### config.mk
export PLATFORM = sky130hd
export DESIGN_NAME = condlogic_banked
export DESIGN_NICKNAME = d
export VERILOG_FILES = /design/src/rtl/condlogic_banked.sv
export SDC_FILE = /design/constraint.sdc
export NUM_CORES = 1
export LEC_CHECK = 0
export ABC_AREA = 1
export BUFFER_PORTS_ARGS = -buffer_cell sky130_fd_sc_hd__buf_2
export CAP_MARGIN = 10
export CORE_ASPECT_RATIO = 0.75
export CORE_MARGIN = 2
export CORE_UTILIZATION = 30
export CTS_BUF_LIST = sky130_fd_sc_hd__clkbuf_4 sky130_fd_sc_hd__clkbuf_8
export DETAILED_ROUTE_END_ITERATION = 8
export SYNTH_ARGS = -nofsm -noshare
export SYNTH_HDL_FRONTEND = slang
export SYNTH_SLANG_ARGS = --single-unit
### constraint.sdc
create_clock -name clk -period 1.5 [get_ports clk]
set_clock_uncertainty 0.05 [all_clocks]
set_input_delay 0 -clock clk [delete_from_list [all_inputs] [get_ports clk]]
set_output_delay 0 -clock clk [all_outputs]
set_load 0.02 [all_outputs]
### src/rtl/condlogic_banked.sv
// Conditional-execution unit: ARM condition check, write gating, banked NZCV
// flag sets with a deferred flag-write pipeline and a one-cycle bank copy.
module condlogic_banked #(
   parameter int unsigned  NCTX     = 2,
   parameter int unsigned  WB_DELAY = 1,
   parameter bit           GATE_CUR = 1'b1,
   localparam int unsigned CW       = (NCTX > 1) ? $clog2(NCTX) : 1
) (
   input  logic          clk,
   input  logic          reset,
   input  logic [3:0]    Cond,
   input  logic [3:0]    ALUFlags,
   input  logic [1:0]    FlagW,
   input  logic          PCS,
   input  logic          NextPC,
   input  logic          RegW,
   input  logic          MemW,
   input  logic [CW-1:0] CtxSel,
   input  logic          CtxCopy,
   input  logic [CW-1:0] CopySrc,
   input  logic [CW-1:0] CopyDst,
   output logic          CondEx,
   output logic [3:0]    Flags,
   output logic          FlagPend,
   output logic          PCWrite,
   output logic          RegWrite,
   output logic          MemWrite
);

   typedef struct packed {
      logic [1:0]    fw;
      logic [CW-1:0] ctx;
   } stage_t;

   logic [3:0] bank     [NCTX];
   logic [3:0] bank_nxt [NCTX];
   stage_t     pipe     [WB_DELAY];

   logic       ctx_ok;
   logic [3:0] cur;
   logic       n, z, c, v;
   logic       cond_pass;
   stage_t     exit_s;
   logic [1:0] wr_en;
   logic       wr_ok;
   logic       copy_ok;

   // Active bank read; out-of-range selector reads as all-zero flags
   assign ctx_ok       = 32'(CtxSel) < NCTX;
   assign cur          = ctx_ok ? bank[CtxSel] : 4'b0000;
   assign {n, z, c, v} = cur;
   assign Flags        = cur;

   always_comb begin
      cond_pass = 1'b0;
      case (Cond)
         4'b0000: cond_pass = z;
         4'b0001: cond_pass = ~z;
         4'b0010: cond_pass = c;
         4'b0011: cond_pass = ~c;
         4'b0100: cond_pass = n;
         4'b0101: cond_pass = ~n;
         4'b0110: cond_pass = v;
         4'b0111: cond_pass = ~v;
         4'b1000: cond_pass = c & ~z;
         4'b1001: cond_pass = ~c | z;
         4'b1010: cond_pass = ~(n ^ v);
         4'b1011: cond_pass = n ^ v;
         4'b1100: cond_pass = ~z & ~(n ^ v);
         4'b1101: cond_pass = z | (n ^ v);
         4'b1110: cond_pass = 1'b1;
         4'b1111: cond_pass = 1'b0;
      endcase
   end

   assign CondEx   = ctx_ok & cond_pass;
   assign PCWrite  = (PCS & CondEx) | NextPC;
   assign RegWrite = RegW & CondEx;
   assign MemWrite = MemW & CondEx;

   // Deferred flag-write pipe; entries keep their captured bank index
   always_ff @(posedge clk) begin
      if (reset) begin
         for (int s = 0; s < int'(WB_DELAY); s++) pipe[s] <= '0;
      end else begin
         pipe[0] <= {FlagW & {2{CondEx}}, CtxSel};
         for (int s = 1; s < int'(WB_DELAY); s++) pipe[s] <= pipe[s-1];
      end
   end

   assign exit_s  = pipe[WB_DELAY-1];
   assign wr_en   = exit_s.fw & (GATE_CUR ? FlagW : 2'b11);
   assign wr_ok   = 32'(exit_s.ctx) < NCTX;
   assign copy_ok = CtxCopy && (32'(CopySrc) < NCTX) && (32'(CopyDst) < NCTX)
                    && (CopySrc != CopyDst);

   // Copy lands first, then the pipe write overrides the fields it enables
   always_comb begin
      for (int unsigned i = 0; i < NCTX; i++) begin
         bank_nxt[i] = bank[i];
         if (copy_ok && (32'(CopyDst) == i)) bank_nxt[i] = bank[CopySrc];
         if (wr_ok && (32'(exit_s.ctx) == i)) begin
            if (wr_en[1]) bank_nxt[i][3:2] = ALUFlags[3:2];
            if (wr_en[0]) bank_nxt[i][1:0] = ALUFlags[1:0];
         end
      end
   end

   always_ff @(posedge clk) begin
      if (reset) begin
         for (int unsigned i = 0; i < NCTX; i++) bank[i] <= 4'b0000;
      end else begin
         for (int unsigned i = 0; i < NCTX; i++) bank[i] <= bank_nxt[i];
      end
   end

   always_comb begin
      FlagPend = 1'b0;
      for (int s = 0; s < int'(WB_DELAY); s++) begin
         if ((pipe[s].fw != 2'b00) && (pipe[s].ctx == CtxSel)) FlagPend = 1'b1;
      end
   end

endmodule

======== Word level (Yosys, flattened, before mapping) ========
Memory sizes are Yosys's and may differ from the RTL's.
Cells that the tools add are included.
W data, S select, Z words.
word-level totals
  bits in registers ....................... 0
  RAM bits ................................ 11
  bits of input ports ..................... 20
  output and inout bits ................... 9
  word-level logic and storage cells ...... 62
  memories kept ........................... 2
memory list
  memory  depth  bits a word  read ports  clocked after memory_dff  wr ports  RTL line  RTL
  bank    2      4            4           0                         2         35        logic [3:0] bank [NCTX];
  pipe    1      3            1           0                         1         37        stage_t pipe [WB_DELAY];
cells by class
  equal/unequal tests ..................... 17
  muxes and demuxes ....................... 17
  bitwise logic cells ..................... 19
  reduce and logical (&&, ||, !) cells .... 7
operators by type and width
  kind                  count
  $eq A4 B4 Y1 const B  8
  $mux W4               6
  $eq A4 B3 Y1 const B  4
  $pmux W1 S16          1
  $eq A4 B2 Y1 const B  2
  $mux W2               4
  $not A1 Y1            6
  $and A1 B1 Y1         5
  $mux W1               5
  $or A1 B1 Y1          5
  $and A2 B2 Y2         2
  $eq A4 B1 Y1 const B  1
  $logic_and A1 B1 Y1   4
  $logic_not A4 Y1      1
  $mux W3               1
  $reduce_or A3 Y1      1
  $reduce_bool A2 Y1    1
  $eq A1 B1 Y1          1
  $ne A1 B1 Y1          1
  $xor A1 B1 Y1         1

======== Logic depth before layout (Yosys ltp) ========
Gate-level depths: netlist of the first run.
  word-level depth ........................ 7
  gate-level depth with buffers ........... 13
  gate-level depth less buffers ........... 12

======== Worst setup path before layout of the first run ========
No wires, ideal clock.
  kind .................................... register to output
  from .................................... mem bank[1][0]
  to ...................................... out MemWrite
  arrival ................................. 1.233 ns
  data required time ...................... 1.450 ns
  setup slack ............................. 0.217 ns
  stages on the path, launching flop included .. 11
  path buffers ............................ 0
  cell sequence ........................... dfxtp_1 nand2_1 nand2_4 nand2_4 nand3b_2 nand3_1 nand3_1 nand2_1 nand2_2 nand2_4 nor2_2
RTL lines
  item             RTL line  RTL
  start, declared  35
  end, declared    27        output logic MemWrite

==> results of run 1 <==
[power groups by stage]
stage	Sequential, mW	Clock [mW]	Combinational, mW
after floorplan	0.319	0	0.156
after global placement	0.322	0	0.224
after detailed placement	0.322	0	0.222
after CTS	0.317	0.311	0.268
after global routing	0.317	0.333	0.312
final	0.316	0.304	0.286
[how the worst min path moves through the flow]
stage | cells past startpoint | slack [ns] | startpoint | end
after global routing | 3 | 0.13 | CtxSel | pipe[0][0]$_SDFF_PP0_
after global placement | 3 | 0.22 | ALUFlags[1] | bank[0][1]$_SDFF_PP0_
after CTS | 3 | 0.09 | CtxSel | pipe[0][0]$_SDFF_PP0_
after detailed placement | 3 | 0.22 | ALUFlags[0] | bank[0][0]$_SDFF_PP0_
final | 3 | 0.12 | CtxSel | pipe[0][0]$_SDFF_PP0_
after floorplan | 2 | 0.06 | MemW | MemWrite
[per-layer routing]
layer	vias to the layer above	track usage (%)
met4	0	5.00
met5	-	0
met1	462	18.5
met3	5	4.55
met2	24	22.7
li1	565	-
[per-stage QoR]
stage	instance area, um^2	total power [mW]
after floorplan	916	0.475
after global placement	1090	0.546
after detailed placement	1090	0.544
after CTS	1260	0.896
after global routing	1320	0.962
final	1320	0.906
[final cells by class]
type                       count  area [um^2]  share of cell area [%]
multi-input combinational    113          624                    47.3
timing repair buffer          39          265                    20.1
sequential                    11          233                    17.6
inverter                      26          103                    7.78
tap                           38         47.5                    3.61
clock buffer                   3         41.3                    3.13
clock inverter                 1         5.00                   0.380
[placed cells by master, fill, tap and decap left out, types with 2 or more instances in the layout]
| master | count |
|---|---|
| a21oi_1 | 4 |
| nor2_1 | 12 |
| buf_2 | 24 |
| nand2_4 | 6 |
| nor2_2 | 2 |
| buf_6 | 4 |
| nand3_1 | 11 |
| clkbuf_8 | 3 |
| a311oi_1 | 6 |
| o211ai_1 | 2 |
| nand2_2 | 12 |
| o21ai_0 | 5 |
| nand2_1 | 44 |
| dfxtp_2 | 4 |
| dlygate4sd3_1 | 7 |
| nor2_4 | 2 |
| buf_4 | 4 |
| inv_2 | 4 |
| dfxtp_1 | 5 |
| dfxtp_4 | 2 |
| inv_1 | 21 |
[flip-flops by register name (all words and copies together) (netlist names)]
register  cells
bank          8
pipe          3
[cell families (layout without fill, tap and decap cells)]
family | Yosys count | count (layout) | synth area share, %
simple gates | 91 | 91 | 46.6
buf+inv | 28 | 69 | 12.8
compound gates | 22 | 22 | 16.5
flops | 11 | 11 | 24.0
[tightest hold or removal path: stages]
cell and delay, ns:
buf_2 0.19, inv_6 0.12, nor2_1 0.05
[timing repair]
item                                    CTS  global route
hold buffers                              7             0
gates resized for setup                  13            20
pin swaps                                 3             9
endpoints found under the setup margin    4             6
setup buffers                             2             2
cloned                                    0             0
endpoints found under the hold margin     9             0
==> flow_metrics.env, run 1 <==
export IMPL_synth_area_leaders="dfxtp_1, nand2_1, inv_1, nand2_4, nand3_1"
export IMPL_firstDrtPassIters=4
export IMPL_path_buf_inv=2
export IMPL_clockBufferDepth=2
export IMPL_async_flop_share_pct=0
export IMPL_utilization_pct=44.9
export IMPL_die_y_um=51.9
export IMPL_dp_slack_ns=0.0862
export IMPL_arrival_ns=1.55
export IMPL_cp_endpoint="CondEx"
export IMPL_slew_violations=0
export IMPL_clk_latency_ns=0.25
export IMPL_finalHoldWorstSlack_ns=0.119
export IMPL_area_delta_synth_final_pct=44.0
export IMPL_worstPathCellList="nand2_4, nand2_4, o211ai_1, nand2_1, nor3_2, nand2_2, nand2_4, inv_1, buf_6"
export IMPL_max_freq_mhz=623
export IMPL_wl_per_cell_um=10.4
export IMPL_syn_inst=152
export IMPL_ys_warn_count=0
export IMPL_finalSetupTns_ns=-0.356
export IMPL_ir_worst_vdd_uv=509
export IMPL_slowest_stage="dfxtp_4"
export IMPL_worstMarginPinSlew_ns=0.281
export IMPL_ys_types=22
export IMPL_syn_nets=172
export IMPL_fin_crit_ns=1.60
export IMPL_hpwlAfterDp_um=1750
export IMPL_worstRegToRegCells=9
export IMPL_nets=214
export IMPL_htree_levels=1
export IMPL_initial_core_util_pct=31.2
export IMPL_max_slew_margin_pct=81.2
export IMPL_globalplace_congestion=0.862
export IMPL_drive_gt1_share_pct=37.8
export IMPL_diodes=0
export IMPL_grt_pass1_vias=885
export IMPL_numCtsBuffers=3
export IMPL_cts_tree="built"
export IMPL_violations="setup timing"
export IMPL_dominantRegCellSynth="dfxtp_1"
export IMPL_finalWorstSetupSlack_ns=-0.104
export IMPL_end_kind="primary output"
export IMPL_io_buffers=28
export IMPL_synth_area_um2=916
export IMPL_fin_cells=231
export IMPL_dr_first_iter_drc_count=34
export IMPL_yosysTopAreaCell="dfxtp_1"
export IMPL_yosysMostFrequentCell="nand2_1"
export IMPL_r2r_end="pipe[0][2]$_SDFF_PP0_"
export IMPL_cellInternalPower_mw=0.611
export IMPL_ys_top_cells_by_count="nand2_1, inv_1, nor2_1"
export IMPL_dr_wl_met2_um=1050
export IMPL_syn_area_per_cell_um2=6.03
export IMPL_fp_dieW_um=67.8
export IMPL_wl_um=2400
export IMPL_grt_overflow_total=0
export IMPL_power_frac_comb_pct=31.6
export IMPL_fin_crit_sh_pct=107
export IMPL_grt_pass1_wl_um=3690
export IMPL_cp_depth=9
export IMPL_synth_top_area_share_pct=24.0
export IMPL_p_sw_share_pct=32.6
export IMPL_yosysSeqAreaShare_pct=24.0
export IMPL_n_fill_cell=311
export IMPL_crit_required_ns=1.45
export IMPL_pwr_share_seq_pct=34.8
export IMPL_p_clk_share_pct=33.6
export IMPL_synth_edf_count=0
export IMPL_clk_pin_slew_ns=0.06
export IMPL_dp_cells=216
export IMPL_core_um2=2940
export IMPL_antenna_found_initial=0
export IMPL_status="finished with violations"
export IMPL_ant_nets=0
export IMPL_wl_met3_um=122
export IMPL_crit_family="simple AND/OR/NAND/NOR gates"
export IMPL_rsz0062_at_grt="yes"
export IMPL_critPathMaxFanout=4
export IMPL_hold_viol_final=0
export IMPL_cpPeakStageDelay_ns=0.36
export IMPL_startpoint_type="flop"
export IMPL_num_rows=17
export IMPL_num_io_pins=29
export IMPL_grt_max_degree=11
export IMPL_worst_setup_path_type="flop to primary output"
export IMPL_cpMostUsedCell="nand2_4"
export IMPL_met1_length_um=1190
export IMPL_ctsRootBufferMaster="clkbuf_8"
export IMPL_via_count=1056
export IMPL_cts_sinks=11
export IMPL_power_density_nw_per_um2=687
export IMPL_maxUsedRoutingLayer="met4"
export IMPL_cp_startpoint="bank[0][0]$_SDFF_PP0_"
export IMPL_via_per_inst=4.57
export IMPL_die_area_um2=3520
export IMPL_drc_errors=0
export IMPL_ys_ff_latch=11
export IMPL_power_switching_mw=0.295
export IMPL_hp_class="input pin to flop"
export IMPL_p_leak_nw=0.676
export IMPL_setup_viol=4
export IMPL_reg2reg_setup_slack_ns=0.07
export IMPL_cap_violations=0
export IMPL_timing_rr_start="bank[0][0]$_SDFF_PP0_"
export IMPL_grt_total_usage_pct=14.4
Note: power is estimated with default switching activity, not from simulation.
==> run 2: changes to the inputs <==
- ABC_AREA: 1 -> not set
==> flow_metrics.env, run 2 <==
export IMPL_num_rows=16
export IMPL_ys_types=35
export IMPL_violations="setup timing"
export IMPL_cp_depth=7
export IMPL_via_count=949
export IMPL_io_buffers=28
export IMPL_n_fill_cell=290
export IMPL_crit_required_ns=1.45
export IMPL_r2r_end="pipe[0][2]$_SDFF_PP0_"
export IMPL_final_common_cell="buf_2"
export IMPL_drc_errors=0
export IMPL_ys_ff_latch=11
export IMPL_cp_endpoint="MemWrite"
export IMPL_async_flop_share_pct=0
export IMPL_power_density_nw_per_um2=633
export IMPL_wl_per_cell_um=12.9
export IMPL_crit_family="compound AO/OA/AOI/OAI gates"
export IMPL_dr_first_iter_drc_count=37
export IMPL_antenna_found_initial=0
export IMPL_yosysTopAreaCell="dfxtp_1"
export IMPL_synth_edf_count=0
export IMPL_grt_pass1_wl_um=4060
export IMPL_clk_latency_ns=0.24
export IMPL_clk_pin_slew_ns=0.05
export IMPL_clockBufferDepth=2
export IMPL_dominantRegCellSynth="dfxtp_1"
export IMPL_numCtsBuffers=3
export IMPL_yosysMostFrequentCell="nor2_1"
export IMPL_max_freq_mhz=522
export IMPL_startpoint_type="flop"
export IMPL_ys_top_cells_by_count="nor2_1, dfxtp_1, mux2i_1"
export IMPL_pwr_share_seq_pct=35.2
export IMPL_met3_usage_pct=3.59
export IMPL_grt_pass1_vias=908
export IMPL_rsz0062_at_grt="yes"
export IMPL_slew_violations=0
export IMPL_cellInternalPower_mw=0.635
export IMPL_p_clk_share_pct=35.9
export IMPL_critPathMaxFanout=4
export IMPL_syn_nets=124
export IMPL_fp_dieW_um=66.3
export IMPL_die_y_um=50.8
export IMPL_ir_worst_vdd_uv=413
export IMPL_synth_top_area_share_pct=25.2
export IMPL_core_um2=2680
export IMPL_yosysSeqAreaShare_pct=25.2
export IMPL_status="finished with violations"
export IMPL_worstPathCellList="buf_6, mux2_4, and2_4, o31a_1, o21ai_4, a21boi_2, buf_4"
export IMPL_wl_um=2480
export IMPL_ctsRootBufferMaster="clkbuf_8"
export IMPL_fin_crit_ns=1.91
export IMPL_regMostFlops="bank"
export IMPL_ant_nets=0
export IMPL_htree_levels=1
export IMPL_firstDrtPassIters=4
export IMPL_worstRegToRegCells=7
export IMPL_area_delta_synth_final_pct=58.8
export IMPL_power_frac_comb_pct=28.9
export IMPL_grt_util_met1_pct=20.1
export IMPL_p_leak_nw=0.673
export IMPL_final_area_um2=1390
export IMPL_synth_area_leaders="dfxtp_1, mux2i_1, nor2_1, a21oi_1, a211oi_1"
export IMPL_setup_viol=6
export IMPL_p_sw_share_pct=27.8
export IMPL_worst_setup_path_type="flop to primary output"
export IMPL_busiest_layer="met2"
export IMPL_reg2reg_setup_slack_ns=-0.21
export IMPL_cp_startpoint="bank[0][0]$_SDFF_PP0_"
export IMPL_globalplace_congestion=0.855
export IMPL_hpwlAfterDp_um=1870
export IMPL_via_per_inst=4.94
export IMPL_diodes=0
export IMPL_grt_total_usage_pct=15.7
export IMPL_place_area_um2=1180
export IMPL_utilization_pct=51.8
export IMPL_cts_sinks=11
export IMPL_grt_max_degree=12
export IMPL_layout_common_cells="buf_2, buf_4, nor2_1, mux2i_1, dfxtp_1"
export IMPL_end_kind="primary output"
export IMPL_die_area_um2=3370
export IMPL_drive_gt1_share_pct=49.4
export IMPL_worstMarginPinSlew_ns=0.352
export IMPL_nets=177
export IMPL_syn_area_per_cell_um2=8.41
export IMPL_grt_overflow_total=0
export IMPL_cap_violations=0
export IMPL_num_io_pins=29
export IMPL_initial_core_util_pct=32.6
export IMPL_reg_largest_list="bank: 8 flops, pipe: 3 flops"
export IMPL_finalWorstSetupSlack_ns=-0.414
export IMPL_fin_crit_sh_pct=128
export IMPL_grt_use_met2_pct=27.0
export IMPL_arrival_ns=1.86
export IMPL_max_slew_margin_pct=76.5
export IMPL_power_switching_mw=0.244
export IMPL_syn_inst=104
export IMPL_path_buf_inv=2
export IMPL_hold_viol_final=0
export IMPL_cpPeakStageDelay_ns=0.32
export IMPL_hp_class="input pin to flop"
export IMPL_ys_warn_count=0
export IMPL_cts_tree="built"
export IMPL_slowest_stage="dfxtp_2"
export IMPL_timing_rr_start="bank[0][0]$_SDFF_PP0_"
export IMPL_largest_reg_flops=8
export IMPL_synth_area_um2=875
[run 2: cell types whose count changed after synthesis, sizes merged, moves of 4 or more]
| cell | before | now |
|---|---|---|
| a311oi | 6 | 0 |
| mux2i | 0 | 11 |
| a211oi | 0 | 6 |
| nand2 | 62 | 6 |
| inv | 26 | 2 |
| o21ai | 7 | 3 |
| a21oi | 4 | 9 |
| nand3 | 11 | 2 |
| nand2b | 0 | 4 |
[run 2: area by class of cell]
cell class	instances	area (um^2)	share of cell area [%]
tap	36	45.0	3.24
sequential	11	224	16.1
multi-input combinational	86	696	50.1
clock buffer	4	48.8	3.51
inverter	2	7.51	0.541
timing repair buffer	53	368	26.5
[run 2: power by group through the flow]
stage | clock network, mW | logic, mW | registers, mW
after global placement | 0 | 0.201 | 0.314
after CTS | 0.326 | 0.236 | 0.309
after floorplan | 0 | 0.126 | 0.314
final | 0.316 | 0.254 | 0.309
after detailed placement | 0 | 0.206 | 0.315
after global routing | 0.342 | 0.275 | 0.310
[run 2: how the worst min path moves through the flow]
stage          cells after the start   startpoint  slack, ns                    end
3_5_place_dp                       3  ALUFlags[2]       0.21  bank[0][2]$_SDFF_PP0_
6_report                           2        reset       0.02  pipe[0][0]$_SDFF_PP0_
5_1_grt                            2        reset       0.03  bank[1][0]$_SDFF_PP0_
4_1_cts                            2        reset       0.01  bank[0][0]$_SDFF_PP0_
3_3_place_gp                       3  ALUFlags[1]       0.19  bank[0][1]$_SDFF_PP0_
2_1_floorplan                      2     FlagW[0]       0.08  pipe[0][1]$_SDFF_PP0_
[run 2: kinds of logic after synthesis]
group | Yosys count | synth area share (%)
simple gates | 44 | 26.3
xor+xnor | 3 | 3.00
buf+inv | 7 | 3.86
flops | 11 | 25.2
compound gates | 24 | 21.7
mux | 15 | 19.9
[run 2: routing by layer]
metal  vias to the layer above  routed length, um
met5                         -                  0
met4                         0                  0
met3                         0                129
met2                        25               1180
met1                       444               1170
li1                        480                  -
[run 2: timing repair]
action                     4_1_cts  5_1_grt
setup endpoints to repair        6        6
buffers inserted                 2        2
hold buffers                     6        0
gates resized for setup         15        9
hold endpoints to repair         6        0
pin swaps                        5        5
[run 2: through the flow]
stage,setup TNS (ns),worst slack (ns),power (mW),hold slack [ns],std cells
finish,-2.02,-0.414,0.879,0.0180,192
global route,-2.45,-0.483,0.927,0.0287,192
CTS,-2.03,-0.395,0.871,0.0149,191
detailed placement,-1.28,-0.256,0.521,0.213,180
global placement,-1.05,-0.203,0.515,0.193,180
floorplan,-0.507,-0.111,0.440,0.0792,104
==> run 3: changes to the inputs <==
- CTS_BUF_LIST: sky130_fd_sc_hd__clkbuf_4 sky130_fd_sc_hd__clkbuf_8 -> sky130_fd_sc_hd__clkbuf_8
==> flow_metrics.env, run 3 (synthesis results as in run 2) <==
export IMPL_status="finished with violations"
export IMPL_violations="setup timing"
export IMPL_die_y_um=50.8
export IMPL_finalSetupTns_ns=-2.02
export IMPL_dr_wl_met2_um=1180
export IMPL_grt_total_usage_pct=15.7
export IMPL_fin_crit_ns=1.91
export IMPL_io_buffers=28
export IMPL_nets=177
export IMPL_via_per_inst=4.94
export IMPL_wl_um=2480
export IMPL_startpoint_type="flop"
export IMPL_hp_class="input pin to flop"
export IMPL_grt_max_degree=12
export IMPL_dr_first_iter_drc_count=37
export IMPL_cts_tree="built"
export IMPL_rsz0062_at_grt="yes"
export IMPL_num_io_pins=29
export IMPL_firstDrtPassIters=4
export IMPL_area_delta_synth_final_pct=58.4
export IMPL_max_slew_margin_pct=76.5
export IMPL_arrival_ns=1.86
export IMPL_utilization_pct=51.6
export IMPL_core_um2=2680
export IMPL_worstMarginPinSlew_ns=0.352
export IMPL_hold_viol_final=0
export IMPL_wl_met3_um=129
export IMPL_p_total_mw=0.854
export IMPL_ant_nets=0
export IMPL_power_density_nw_per_um2=617
export IMPL_crit_required_ns=1.45
export IMPL_htree_levels=1
export IMPL_numCtsBuffers=3
export IMPL_fp_dieW_um=66.3
export IMPL_n_fill_cell=289
export IMPL_ctsRootBufferMaster="clkbuf_8"
export IMPL_min_delay_path_depth=2
export IMPL_clk_latency_ns=0.24
export IMPL_clk_pin_slew_ns=0.05
export IMPL_final_area_um2=1390
export IMPL_globalplace_congestion=0.855
export IMPL_max_freq_mhz=522
export IMPL_largest_reg_flops=8
export IMPL_layout_common_cells="buf_2, buf_4, nor2_1, mux2i_1, dfxtp_1"
export IMPL_worstRegToRegCells=7
export IMPL_finalWorstSetupSlack_ns=-0.414
export IMPL_wl_per_cell_um=12.9
export IMPL_grt_pass1_wl_um=4060
export IMPL_worst_setup_path_type="flop to primary output"
export IMPL_met1_length_um=1170
export IMPL_cap_violations=0
export IMPL_reg2reg_setup_slack_ns=-0.21
export IMPL_grt_overflow_total=0
export IMPL_via_count=949
export IMPL_antenna_found_initial=0
export IMPL_place_area_um2=1180
export IMPL_num_rows=16
export IMPL_hpwlAfterDp_um=1870
export IMPL_diodes=0
export IMPL_finalHoldWorstSlack_ns=0.0178
export IMPL_cts_sinks=11
export IMPL_maxUsedRoutingLayer="met3"
export IMPL_drc_errors=0
export IMPL_end_kind="primary output"
export IMPL_regMostFlops="bank"
export IMPL_die_area_um2=3370
export IMPL_p_leak_nw=0.674
export IMPL_slew_violations=0
export IMPL_fin_crit_sh_pct=128
export IMPL_ir_worst_vdd_uv=413
export IMPL_initial_core_util_pct=32.6
export IMPL_final_common_cell="buf_2"
export IMPL_setup_viol=6
export IMPL_critPathMaxFanout=4
export IMPL_drive_gt1_share_pct=48.7
export IMPL_grt_pass1_vias=908
export IMPL_reg_largest_list="bank: 8 flops, pipe: 3 flops"
export IMPL_clockBufferDepth=2
-- run 3: cell types whose count changed in the layout (fill, tap and decap cells not counted) --
cell / before / now
clkbuf_4: 1 / 0
inv_1: 2 / 3
-- run 3: worst paths after layout --
check                               end             startpoint
setup / recovery               MemWrite  bank[0][0]$_SDFF_PP0_
hold / removal    pipe[0][0]$_SDFF_PP0_                  reset
setup reg to reg  pipe[0][2]$_SDFF_PP0_  bank[0][0]$_SDFF_PP0_
hold reg to reg   bank[1][2]$_SDFF_PP0_  pipe[0][2]$_SDFF_PP0_
-- run 3: per-stage QoR --
| stage | instances | worst slack, ns |
|---|---|---|
| finish | 192 | -0.414 |
| global route | 192 | -0.483 |
| CTS | 191 | -0.395 |
| detailed placement | 180 | -0.256 |
| global placement | 180 | -0.203 |
| floorplan | 104 | -0.111 |
-- run 3: layout make-up --
| cell class | instances | area [um^2] | share of cell area [%] |
|---|---|---|---|
| clock inverter | 1 | 3.75 | 0.271 |
| inverter | 2 | 7.51 | 0.542 |
| multi-input combinational | 86 | 696 | 50.2 |
| tap | 36 | 45.0 | 3.25 |
| sequential | 11 | 224 | 16.2 |
| clock buffer | 3 | 41.3 | 2.98 |
| timing repair buffer | 53 | 368 | 26.6 |
-- run 3: per-layer routing --
metal	vias to the layer above	GRT usage (%)
met5	-	0
met4	0	3.06
met3	0	3.59
met2	25	27.0
met1	444	20.1
li1	480	-
-- run 3: critical path, stage by stage, from the launching register on --
cell	delay, ns
dfxtp_2	0.32
buf_6	0.11
mux2_4	0.28
and2_4	0.14
o31a_1	0.32
o21ai_4	0.21
a21boi_2	0.08
buf_4	0.17
-- run 3: timing repair --
| item | CTS | global route |
|---|---|---|
| setup buffers | 2 | 2 |
| pin swaps | 5 | 5 |
| hold buffers | 6 | 0 |
| hold endpoints to repair | 6 | 0 |
| gates resized for setup | 15 | 9 |
| setup endpoints to repair | 6 | 6 |
-- run 3: report_power, final --
group	switching, mW	internal, mW	leakage (nW)	total, mW
sequential	0.00776	0.302	0.0908	0.309
clock	0.111	0.180	0.0269	0.291
combinational	0.125	0.129	0.556	0.254
total	0.244	0.610	0.674	0.854
